<file path="src/rtl/rv32_pkg.sv">
// Shared RV32 definitions: address width, address type and instruction
// alignment constants used by the fetch-stage target logic.
package rv32_pkg;

  localparam int XLEN = 32;

  typedef logic [XLEN-1:0] addr_t;

  // Instruction alignment in bits: 32 without the C extension, 16 with it.
  localparam int IALIGN_32 = 32;
  localparam int IALIGN_16 = 16;

  // An address is misaligned when any byte-offset bit below the alignment
  // granule is set.
  function automatic logic addr_misaligned(input addr_t a, input int ialign);
    logic r_mis;
    r_mis = 1'b0;
    if (ialign == IALIGN_16) begin
      r_mis = a[0];
    end else begin
      r_mis = a[1] | a[0];
    end
    return r_mis;
  endfunction

endpackage

</file>
<file path="src/rtl/pc_target_calc.sv">
// Combinational branch/jump target calculation: PC plus sign-extended offset,
// with alignment and address-wrap status.
module pc_target_calc
  import rv32_pkg::*;
#(
  parameter int COMPRESSED = 0
) (
  input  addr_t i_pc,
  input  addr_t i_offset,
  output addr_t o_target,
  output logic  o_misaligned,
  output logic  o_wrap
);

  localparam int IALIGN = (COMPRESSED != 0) ? IALIGN_16 : IALIGN_32;

  logic [XLEN:0] w_sum;
  logic          w_carry;

  // 33-bit unsigned add; the carry together with the offset sign tells
  // whether the target crossed the 0 / 2^32 boundary.
  always_comb begin
    w_sum        = {1'b0, i_pc} + {1'b0, i_offset};
    w_carry      = w_sum[XLEN];
    o_target     = w_sum[XLEN-1:0];
    // Positive offset with carry, or negative offset without carry, wrapped.
    o_wrap       = w_carry ^ i_offset[XLEN-1];
    o_misaligned = addr_misaligned(w_sum[XLEN-1:0], IALIGN);
  end

endmodule

</file>
<file path="src/rtl/pc_branch_adder.sv">
// Fetch-stage branch/jump target generator. Wraps the combinational target
// calculation with an optional output register so the block can sit inside
// or outside the PC-select timing path.
module pc_branch_adder
  import rv32_pkg::*;
#(
  parameter int          XLEN       = 32,
  parameter int          REGISTERED = 1,
  parameter int          COMPRESSED = 0,
  parameter logic [31:0] RESET_PC   = 32'h0000_0000
) (
  input  logic            clk,
  input  logic            rst_n,
  input  logic            in_valid,
  input  logic [XLEN-1:0] PC_itself,
  input  logic [XLEN-1:0] branch_offset,
  output logic [XLEN-1:0] pc,
  output logic            out_valid,
  output logic            misaligned,
  output logic            wrap
);

  addr_t w_target;
  logic  w_misaligned;
  logic  w_wrap;

  pc_target_calc #(
    .COMPRESSED (COMPRESSED)
  ) u_calc (
    .i_pc         (PC_itself),
    .i_offset     (branch_offset),
    .o_target     (w_target),
    .o_misaligned (w_misaligned),
    .o_wrap       (w_wrap)
  );

  generate
    if (REGISTERED != 0) begin : g_reg
      addr_t r_pc;
      logic  r_vld;
      logic  r_misaligned;
      logic  r_wrap;

      // Output register: data loads only on accepted input and otherwise
      // holds; valid is a one-cycle pulse per accepted input.
      always_ff @(posedge clk or negedge rst_n) begin
        if (!rst_n) begin
          r_vld        <= 1'b0;
          r_pc         <= RESET_PC;
          r_misaligned <= 1'b0;
          r_wrap       <= 1'b0;
        end else begin
          r_vld <= in_valid;
          if (in_valid) begin
            r_pc         <= w_target;
            r_misaligned <= w_misaligned;
            r_wrap       <= w_wrap;
          end
        end
      end

      assign pc         = r_pc;
      assign out_valid  = r_vld;
      assign misaligned = r_misaligned;
      assign wrap       = r_wrap;
    end else begin : g_comb
      // Clock and reset have no function in the combinational build.
      logic w_unused_clk_rst;
      assign w_unused_clk_rst = clk ^ rst_n;

      assign pc         = w_target;
      assign out_valid  = in_valid;
      assign misaligned = w_misaligned;
      assign wrap       = w_wrap;
    end
  endgenerate

endmodule

</file>
<file path="config.mk">
export PLATFORM = sky130hd
export DESIGN_NAME = pc_branch_adder
export DESIGN_NICKNAME = d
export VERILOG_FILES = /design/src/rtl/rv32_pkg.sv /design/src/rtl/pc_target_calc.sv /design/src/rtl/pc_branch_adder.sv
export SDC_FILE = /design/constraint.sdc
export NUM_CORES = 1
export LEC_CHECK = 0
export BUFFER_PORTS_ARGS = -buffer_cell sky130_fd_sc_hd__buf_2
export CELL_PAD_IN_SITES_DETAIL_PLACEMENT = 1
export CELL_PAD_IN_SITES_GLOBAL_PLACEMENT = 2
export CORE_MARGIN = 5
export CORE_UTILIZATION = 30
export CTS_CLUSTER_SIZE = 12
export DETAILED_ROUTE_END_ITERATION = 16
export HOLD_SLACK_MARGIN = 0.08
export PLACE_DENSITY_LB_ADDON = 0.1
export SYNTH_ARGS = -nofsm -noshare
export SYNTH_HDL_FRONTEND = slang
export SYNTH_SLANG_ARGS = --single-unit
</file>
<file path="constraint.sdc">
create_clock -name clk -period 1.1 [get_ports clk]
set_input_delay 0.33 -clock clk [delete_from_list [all_inputs] [get_ports clk]]
set_output_delay 0.33 -clock clk [all_outputs]
set_load 0.01 [all_outputs]
</file>
==> results of run 1 <==
## worst register-to-register path, cell delays in order, from the launching register on
cell and delay (ns):
dfrtp_1 0.39, buf_4 0.13, buf_4 0.12, mux2_4 0.26
## sequential cells by signal, indices dropped and copies added (netlist names)
| register | flops |
|---|---|
| pc | 32 |
| misaligned | 1 |
| out_valid | 1 |
| wrap | 1 |
## what timing repair did
action	4_1_cts	5_1_grt
buffers inserted	30	19
setup endpoints to repair	67	67
hold buffers	1	0
pin swaps	23	28
resized for setup	68	46
hold endpoints to repair	9	0
## logic make-up (layout without fill, tap and decap cells)
group           count (synthesis)  count (layout)
xor+xnor                       23              23
compound gates                134             134
buf+inv                        24             286
mux                            20              20
simple gates                  108             108
flops                          35              35
fa+ha+maj                      33              33
## cells in the final DEF (no fill, tap or decap), types with 9 or more instances in the layout
cell     synthesis  routed
buf_4            0     158
buf_2            9      79
dfrtp_1         35      35
nand2_1         36      30
buf_6            0      30
nor2_1          34      29
a21oi_1         45      25
a21oi_2          2      19
ha_4             0      19
mux2_4           0      16
xnor2_1         17      13
ha_1            32      12
a21o_1          12      11
o21ai_2          1       9
## where the power goes
| part | internal, mW | switching [mW] | total, mW |
|---|---|---|---|
| clock | 0.442 | 0.545 | 0.987 |
| combinational | 2.20 | 1.73 | 3.93 |
| sequential | 1.57 | 0.176 | 1.75 |
| total | 4.22 | 2.45 | 6.66 |
## synth_stat cells (2+ instances only)
cell,n,area share
nor3_1,5,0.0077
and2_1,2,0.0039
o211a_1,2,0.0062
and3_1,4,0.0077
nor2_1,34,0.039
o21bai_1,6,0.014
o21a_1,7,0.016
nor3b_1,2,0.0046
inv_1,8,0.0093
xor2_1,6,0.016
a21oi_2,2,0.0054
nand2_1,36,0.042
buf_2,9,0.014
a211oi_1,3,0.0069
nand2b_1,2,0.0039
a31oi_1,3,0.0058
nand3_1,6,0.0093
a211oi_2,2,0.0077
o21ai_1,4,0.0062
o31ai_1,3,0.0069
a311oi_1,2,0.0054
nor2b_1,2,0.0039
xnor2_1,17,0.046
o211ai_1,5,0.012
nand4_1,8,0.015
a21boi_0,2,0.0046
dfrtp_1,35,0.27
a211o_1,3,0.0081
clkbuf_1,7,0.0081
ha_1,32,0.12
a21o_1,12,0.028
mux2_2,20,0.069
o21ai_0,16,0.025
a21oi_1,45,0.069
o311ai_1,2,0.0054
## per-stage QoR
stage | worst slack [ns] | setup TNS (ns) | utilization
2_1_floorplan | -1.08 | -24.19 | -
3_3_place_gp | -1.35 | -34.58 | 0.475
3_5_place_dp | -1.37 | -35.69 | 0.475
4_1_cts | -1.01 | -25.79 | 0.537
5_1_grt | -1.15 | -29.58 | 0.572
6_report | -1.06 | -26.42 | 0.572
## area by class of cell
class / count / area, µm²
Sequential cell: 35 / 876
Clock inverter: 3 / 20.0
Inverter: 8 / 30.0
Clock buffer: 5 / 68.8
Tap cell: 140 / 175
Timing Repair Buffer: 270 / 1970
Fill cell: 1260 / 4580
Multi-Input combinational cell: 318 / 2980
## per-layer routing
layer	GRT usage	vias to the layer above
met5	0	-
met4	0.0404	0
met3	0.0218	10
met2	0.354	82
met1	0.236	1910
li1	-	1918
## worst max path at each step
stage	depth (start not counted)	to	slack, ns
CTS	10	pc[18]$_DFFE_PN0P_	-1.01
finish	10	pc[18]$_DFFE_PN0P_	-1.06
floorplan	9	pc[18]$_DFFE_PN0P_	-1.08
global placement	10	pc[26]$_DFFE_PN0P_	-1.35
detailed placement	10	pc[26]$_DFFE_PN0P_	-1.37
global route	10	pc[18]$_DFFE_PN0P_	-1.15
==> summary.txt, run 1 <==
Clocking
  – Clock sink count: 35
  – Clock transition at the registers of the reported paths: 0.09 ns
  – Bufs on Longest Clock Path: 2
  – Clock insertion delay at the later pin of the skew report: 0.29 ns
  – TritonCTS clock tree: built
  – Total CTS buffers: 5
  – H-Tree Depth: 2
  – Clock root buffer: clkbuf_8

Power
  – Pwr dens: 1090 nW/µm²
  – Power, Total: ~6.7 mW
  – Max VDD drop: 0.568 mV
  – Reported leakage power: 2.85 nW

Synthesis
  – Post-Synth Simple-Gate Area: 0.158
  – Asr flop ratio synth: 1.00
  – Main combinational cell family by area after synthesis: compound AO/OA/AOI/OAI gates
  – Avg Inst Size Synth: 8.60 µm²
  – Post-synthesis compound-gate area fraction: 0.279
  – Synth Instances: 377
  – Synth unique cells: 58
  – Post-synthesis sequential area ratio: 0.270
  – Synth warn: 0
  – Cell area after synthesis: about 3200 µm²
  – Post-synth EDFFs: 0
  – Post-Synth XOR/XNOR Area: 0.0622
  – Flops & latches, synth: 35
  – Top_reg_cell synth: dfrtp_1
  – Adder-Cell Fraction of Synth Area: 0.130
  – Post-Syn Nets: around 480
  – Post-synthesis mux area share: 0.0695

STA
  – Slew @ Worst Pin: slightly above 0.4 ns
  – Pins Over Slew Limit: 0
  – RSZ-0062 raised after global routing: yes
  – Fmax achieved: 463 MHz
  – Rel. slew slack: 0.729
  – Fin Clk Skew: 0 ns
  – Final Hold Viols: 0
  – Fin worst setup slack: -1.06 ns
  – Crit share post-route: 1.96
  – Min Tclk post-route: between 2 and 2.5 ns
  – Hold slack: 0.403 ns
  – Setup Viol. Count Final: 67

Critical path
  – CP required: 1.28 ns
  – Crit path cell chain: buf_2 > ha_4 > buf_4 > a21oi_1 > o311ai_4 > a21oi_2 > o21ai_2 > a221oi_2 > xnor2_1 > mux2_4
  – WP data arrival: 2.34 ns
  – Setup crit start: PC_itself[9]
  – CP Buf/Inv Count: 2
  – Critical path class: in2reg
  – Critical path's largest stage delay: ~0.33 ns
  – Startpoint Class: input pin
  – R2r worst-path depth: 3
  – Crit Reg-Reg Startpoint: pc[8]$_DFFE_PN0P_
  – Reg2reg end: pc[8]$_DFFE_PN0P_
  – Crit path capture type: flip-flop
  – FF-to-FF setup slack: 0.09 ns
  – Crit-path leading delay family: compound AO/OA/AOI/OAI gates
  – Crit path max-delay cell type: a21oi_1
  – Worst Path Max Fanout: 4

Routing
  – Via Count: 3,920
  – Highest routed layer: met4
  – Avg Vias per Cell: ~5
  – DRC Markers: 0
  – Initial drt markers: 95
  – WL per Instance: approximately 17 µm
  – 1st-pass router iterations: 4
  – Met2 wire len: 6910 µm
  – Met3 routed WL: 527 µm
  – M1 WL: 5550 µm
  – Post-DRT Antenna Nets: 0
  – Post-Route WL: 13,100 µm

Global route
  – Total track usage: 0.191
  – Initial antenna violation count: 0
  – Overflow left after global routing: 0
  – Largest net degree at the start of global routing: 27
  – Vias in the first global route: roughly 4,200
  – Global-route wire length before repair: approximately 20,000 µm

Placement
  – Hpwl dp: 9990 µm
  – GPL Wtd Cong: 0.825
  – Count of input and output buffers: 101
  – Placed cell area: 5080 µm²
  – # placed instances: 723

Layout
  – Layout Nets: 738
  – Fin area: about 6100 µm²
  – Fin cells: 779
  – Ratio of cells with drive above 1 in the final layout: 0.621
  – Diode count: 0
  – Area grow syn2layout: 88.7%

Floorplan
  – Die Width: 114 µm
  – Initial Utilization: 0.303
  – Cell row count: 38
  – Die area: around 13,000 µm²
  – Die height: 114 µm
  – IO Count: 102
  – Core area: approximately 11,000 µm²

Hold path
  – Hold wc startpoint: branch_offset[0]
  – Worst hold path type: in2reg
  – Hold path endpoint: pc[0]$_DFFE_PN0P_
  – Worst hold stages: 3

Run
  – # Max-Cap Violations: 0

Run status
  – Failing checks: negative setup slack
  – Outcome: complete, but fails checks
Power figures use the tool's default switching activity.
==> run 2: changes to the inputs <==
--- a/config.mk
+++ b/config.mk
@@ -8,7 +8,7 @@
 export BUFFER_PORTS_ARGS = -buffer_cell sky130_fd_sc_hd__buf_2
 export CELL_PAD_IN_SITES_DETAIL_PLACEMENT = 1
 export CELL_PAD_IN_SITES_GLOBAL_PLACEMENT = 2
-export CORE_MARGIN = 5
+export CORE_MARGIN = 8
 export CORE_UTILIZATION = 30
 export CTS_CLUSTER_SIZE = 12
 export DETAILED_ROUTE_END_ITERATION = 16
==> run 2 against run 1 <==
  * The run still ends with negative setup slack left
  * Final cell count shrank 1.5%
  * Highest routed layer unchanged
  * Combinational power shrank 3%
  * First-iteration DRC count grew 15%
  * Flip-flop and latch count is the same
  * Worst hold slack lost 0.021 ns
  * Via count shrank 2.1%
  * Sequential power is essentially flat
  * Sequential share of layout area grew 0.37 points
  * Non-clock buffer count shrank 12
  * Power shrank 1.2%
  * Clock-buffer cell count is the same
  * Clock skew is the same
==> summary.txt, run 2 (synthesized netlist as in run 1, its figures left out) <==
Run status
  – Outcome: complete, but fails checks
  – Failing checks: negative setup slack

Routing
  – Avg Vias per Cell: 5.00 (-0.59%)
  – WL per Instance: 17.1 µm (+1.3%)
  – Post-Route WL: 13,100 µm (-0.22%)
  – Initial drt markers: 109 (+15%)
  – 1st-pass router iterations: 4 (unchanged)
  – Post-DRT Antenna Nets: 0 (unchanged)
  – Via Count: 3,837 (-2.1%)
  – DRC Markers: 0 (unchanged)

Critical path
  – Setup crit start: branch_offset[17]
  – Crit-path leading delay family: simple AND/OR/NAND/NOR gates
  – Crit path cell chain: buf_2 > ha_4 > nand4_1 > nor3_2 > nand3_2 > nor3_4 > nor3_2 > or4b_1 > o211ai_1
  – Critical path class: in2reg
  – CP required: 1.32 ns (+0.04 ns)
  – CP Buf/Inv Count: 1 (-1)
  – Reg2reg end: pc[18]$_DFFE_PN0P_
  – Crit path capture type: flip-flop
  – Crit Reg-Reg Startpoint: pc[18]$_DFFE_PN0P_
  – Critical path's largest stage delay: 0.53 ns (+0.20 ns)
  – FF-to-FF setup slack: 0.09 ns (about the same)
  – WP data arrival: 2.38 ns (+0.04 ns)
  – R2r worst-path depth: 3 (unchanged)
  – CP most frequent cell: nor3_2
  – Crit path max-delay cell type: or4b_1
  – Worst Path Max Fanout: 5 (+1)
  – Startpoint Class: input pin

Global route
  – Largest net degree at the start of global routing: 27 (unchanged)
  – Total track usage: 0.173 (-0.0178)
  – Met2 Use GR: 0.317 (-0.0376)
  – Grt peak-use layer: met2
  – Overflow left after global routing: 0 (unchanged)
  – Initial antenna violation count: 0 (unchanged)
  – Global-route wire length before repair: 20,600 µm (+1.6%)
  – GR Util met3: 0.0287 (+0.00690)
  – Met1 usage: 0.206 (-0.0305)
  – Vias in the first global route: 4,122 (-1.6%)

Layout
  – Area grow syn2layout: 84.0%
  – Commonest cells after routing, fill and taps aside: buf_4, buf_2, dfrtp_1
  – Commonest non-fill, non-tap cell in the layout: buf_4
  – Layout Nets: 726 (-1.6%)
  – Max reg flops: 32 (unchanged)
  – Fin area: 5960 µm² (-2.5%)
  – Ratio of cells with drive above 1 in the final layout: 0.595 (-0.0264)
  – Fin cells: 767 (-1.5%)
  – Core Util, Final: 0.557 (-0.0143)
  – Diode count: 0 (unchanged)

STA
  – Final Hold Viols: 0 (unchanged)
  – Fin worst setup slack: -1.06 ns (-0.000330 ns)
  – Crit share post-route: 1.96 (about the same)
  – Rel. slew slack: 0.686 (-0.0436)
  – Slew @ Worst Pin: 0.467 ns (+0.0613 ns)
  – RSZ-0062 raised after global routing: yes
  – Fin Clk Skew: 0 ns (unchanged)
  – Min Tclk post-route: 2.16 ns (+0.000330 ns)
  – Fmax achieved: 463 MHz (about the same)
  – Setup Viol. Count Final: 66 (-1.5%)
  – Pins Over Slew Limit: 0 (unchanged)

Placement
  – Hpwl dp: 10,300 µm (+3.1%)
  – GPL Wtd Cong: 0.830 (+0.62%)
  – Count of input and output buffers: 101 (unchanged)
  – # placed instances: 717 (-0.83%)
  – Placed cell area: 5030 µm² (-0.89%)

Floorplan
  – IO Count: 102 (unchanged)
  – Die height: 120 µm (+5.3%)
  – Core area: 10,700 µm² (unchanged)
  – Die area: 14,400 µm² (+11%)
  – Initial Utilization: 0.303 (unchanged)
  – Cell row count: 38 (unchanged)
  – Die Width: 120 µm (+5.3%)

Power
  – Reported leakage power: 2.78 nW (-2.7%)
  – Pwr dens: 1100 nW/µm² (+1.4%)
  – Max VDD drop: 0.537 mV (-5.5%)

Hold path
  – Hold path endpoint: pc[0]$_DFFE_PN0P_
  – Hold wc startpoint: branch_offset[0]
  – Worst hold path type: in2reg
  – Worst hold stages: 3 (unchanged)

Clocking
  – Clock sink count: 35 (unchanged)
  – Bufs on Longest Clock Path: 2 (unchanged)
  – H-Tree Depth: 2 (unchanged)
  – Total CTS buffers: 5 (unchanged)
  – Clock insertion delay at the later pin of the skew report: 0.30 ns (about the same)
  – Clock transition at the registers of the reported paths: 0.08 ns (about the same)
  – TritonCTS clock tree: built
  – Clock root buffer: clkbuf_8

Run
  – # Max-Cap Violations: 0 (unchanged)
## run 2: cell types whose count changed in the layout (fill, tap and decap cells not counted), moves of 4 or more
| cell | previous run | this run |
|---|---|---|
| buf_4 | 158 | 144 |
| a21oi_2 | 19 | 12 |
| a21oi_1 | 25 | 31 |
| buf_2 | 79 | 84 |
| o21ai_2 | 9 | 4 |
| buf_6 | 30 | 26 |
## run 2: layer usage
layer  share of wire  vias up
met5               0        -
met4           0.010        0
met2            0.52       69
met3           0.028       10
li1                -     1891
met1            0.44     1867
## run 2: how the worst max path moves through the flow
stage	end	depth (start not counted)
2_1_floorplan	pc[18]$_DFFE_PN0P_	9
3_3_place_gp	pc[18]$_DFFE_PN0P_	10
3_5_place_dp	pc[26]$_DFFE_PN0P_	11
4_1_cts	wrap$_DFFE_PN0P_	10
5_1_grt	pc[26]$_DFFE_PN0P_	11
6_report	wrap$_DFFE_PN0P_	9
## run 2: repair_timing
action                     CTS  global route
setup endpoints to repair   66            66
resized for setup           32            68
buffers inserted            21            23
hold endpoints to repair     9             0
pin swaps                   12            38
hold buffers                 1             0
## run 2: cell type report
type,instances,area (µm²)
Fill cell,1248,4740
Multi-Input combinational cell,318,2930
Timing Repair Buffer,258,1860
Sequential cell,35,876
Tap cell,140,175
Clock buffer,5,68.8
Inverter,8,30.0
Clock inverter,3,20.0
## run 2: where the power goes
part           internal [mW]  total, mW  switching (mW)
sequential              1.57       1.76           0.183
combinational           2.15       3.82            1.68
clock                  0.442       1.01           0.565
total                   4.16       6.59            2.42
## run 2: worst reg2reg max path: stages, from the launching register on
cell and delay [ns]:
dfrtp_1 0.39, buf_4 0.14, buf_4 0.12, mux2_4 0.26
## run 2: metrics by stage
stage                     TNS [ns]  power (mW)  setup WS (ns)  hold WS, ns
after global placement      -34.64        4.67          -1.35        0.226
final                       -27.37        6.59          -1.06        0.383
after detailed placement    -35.96        4.75          -1.42        0.232
after floorplan             -24.19        3.35          -1.08       0.0344
after global routing        -30.22        7.01          -1.15        0.388
after CTS                   -27.06        6.16          -1.03        0.376
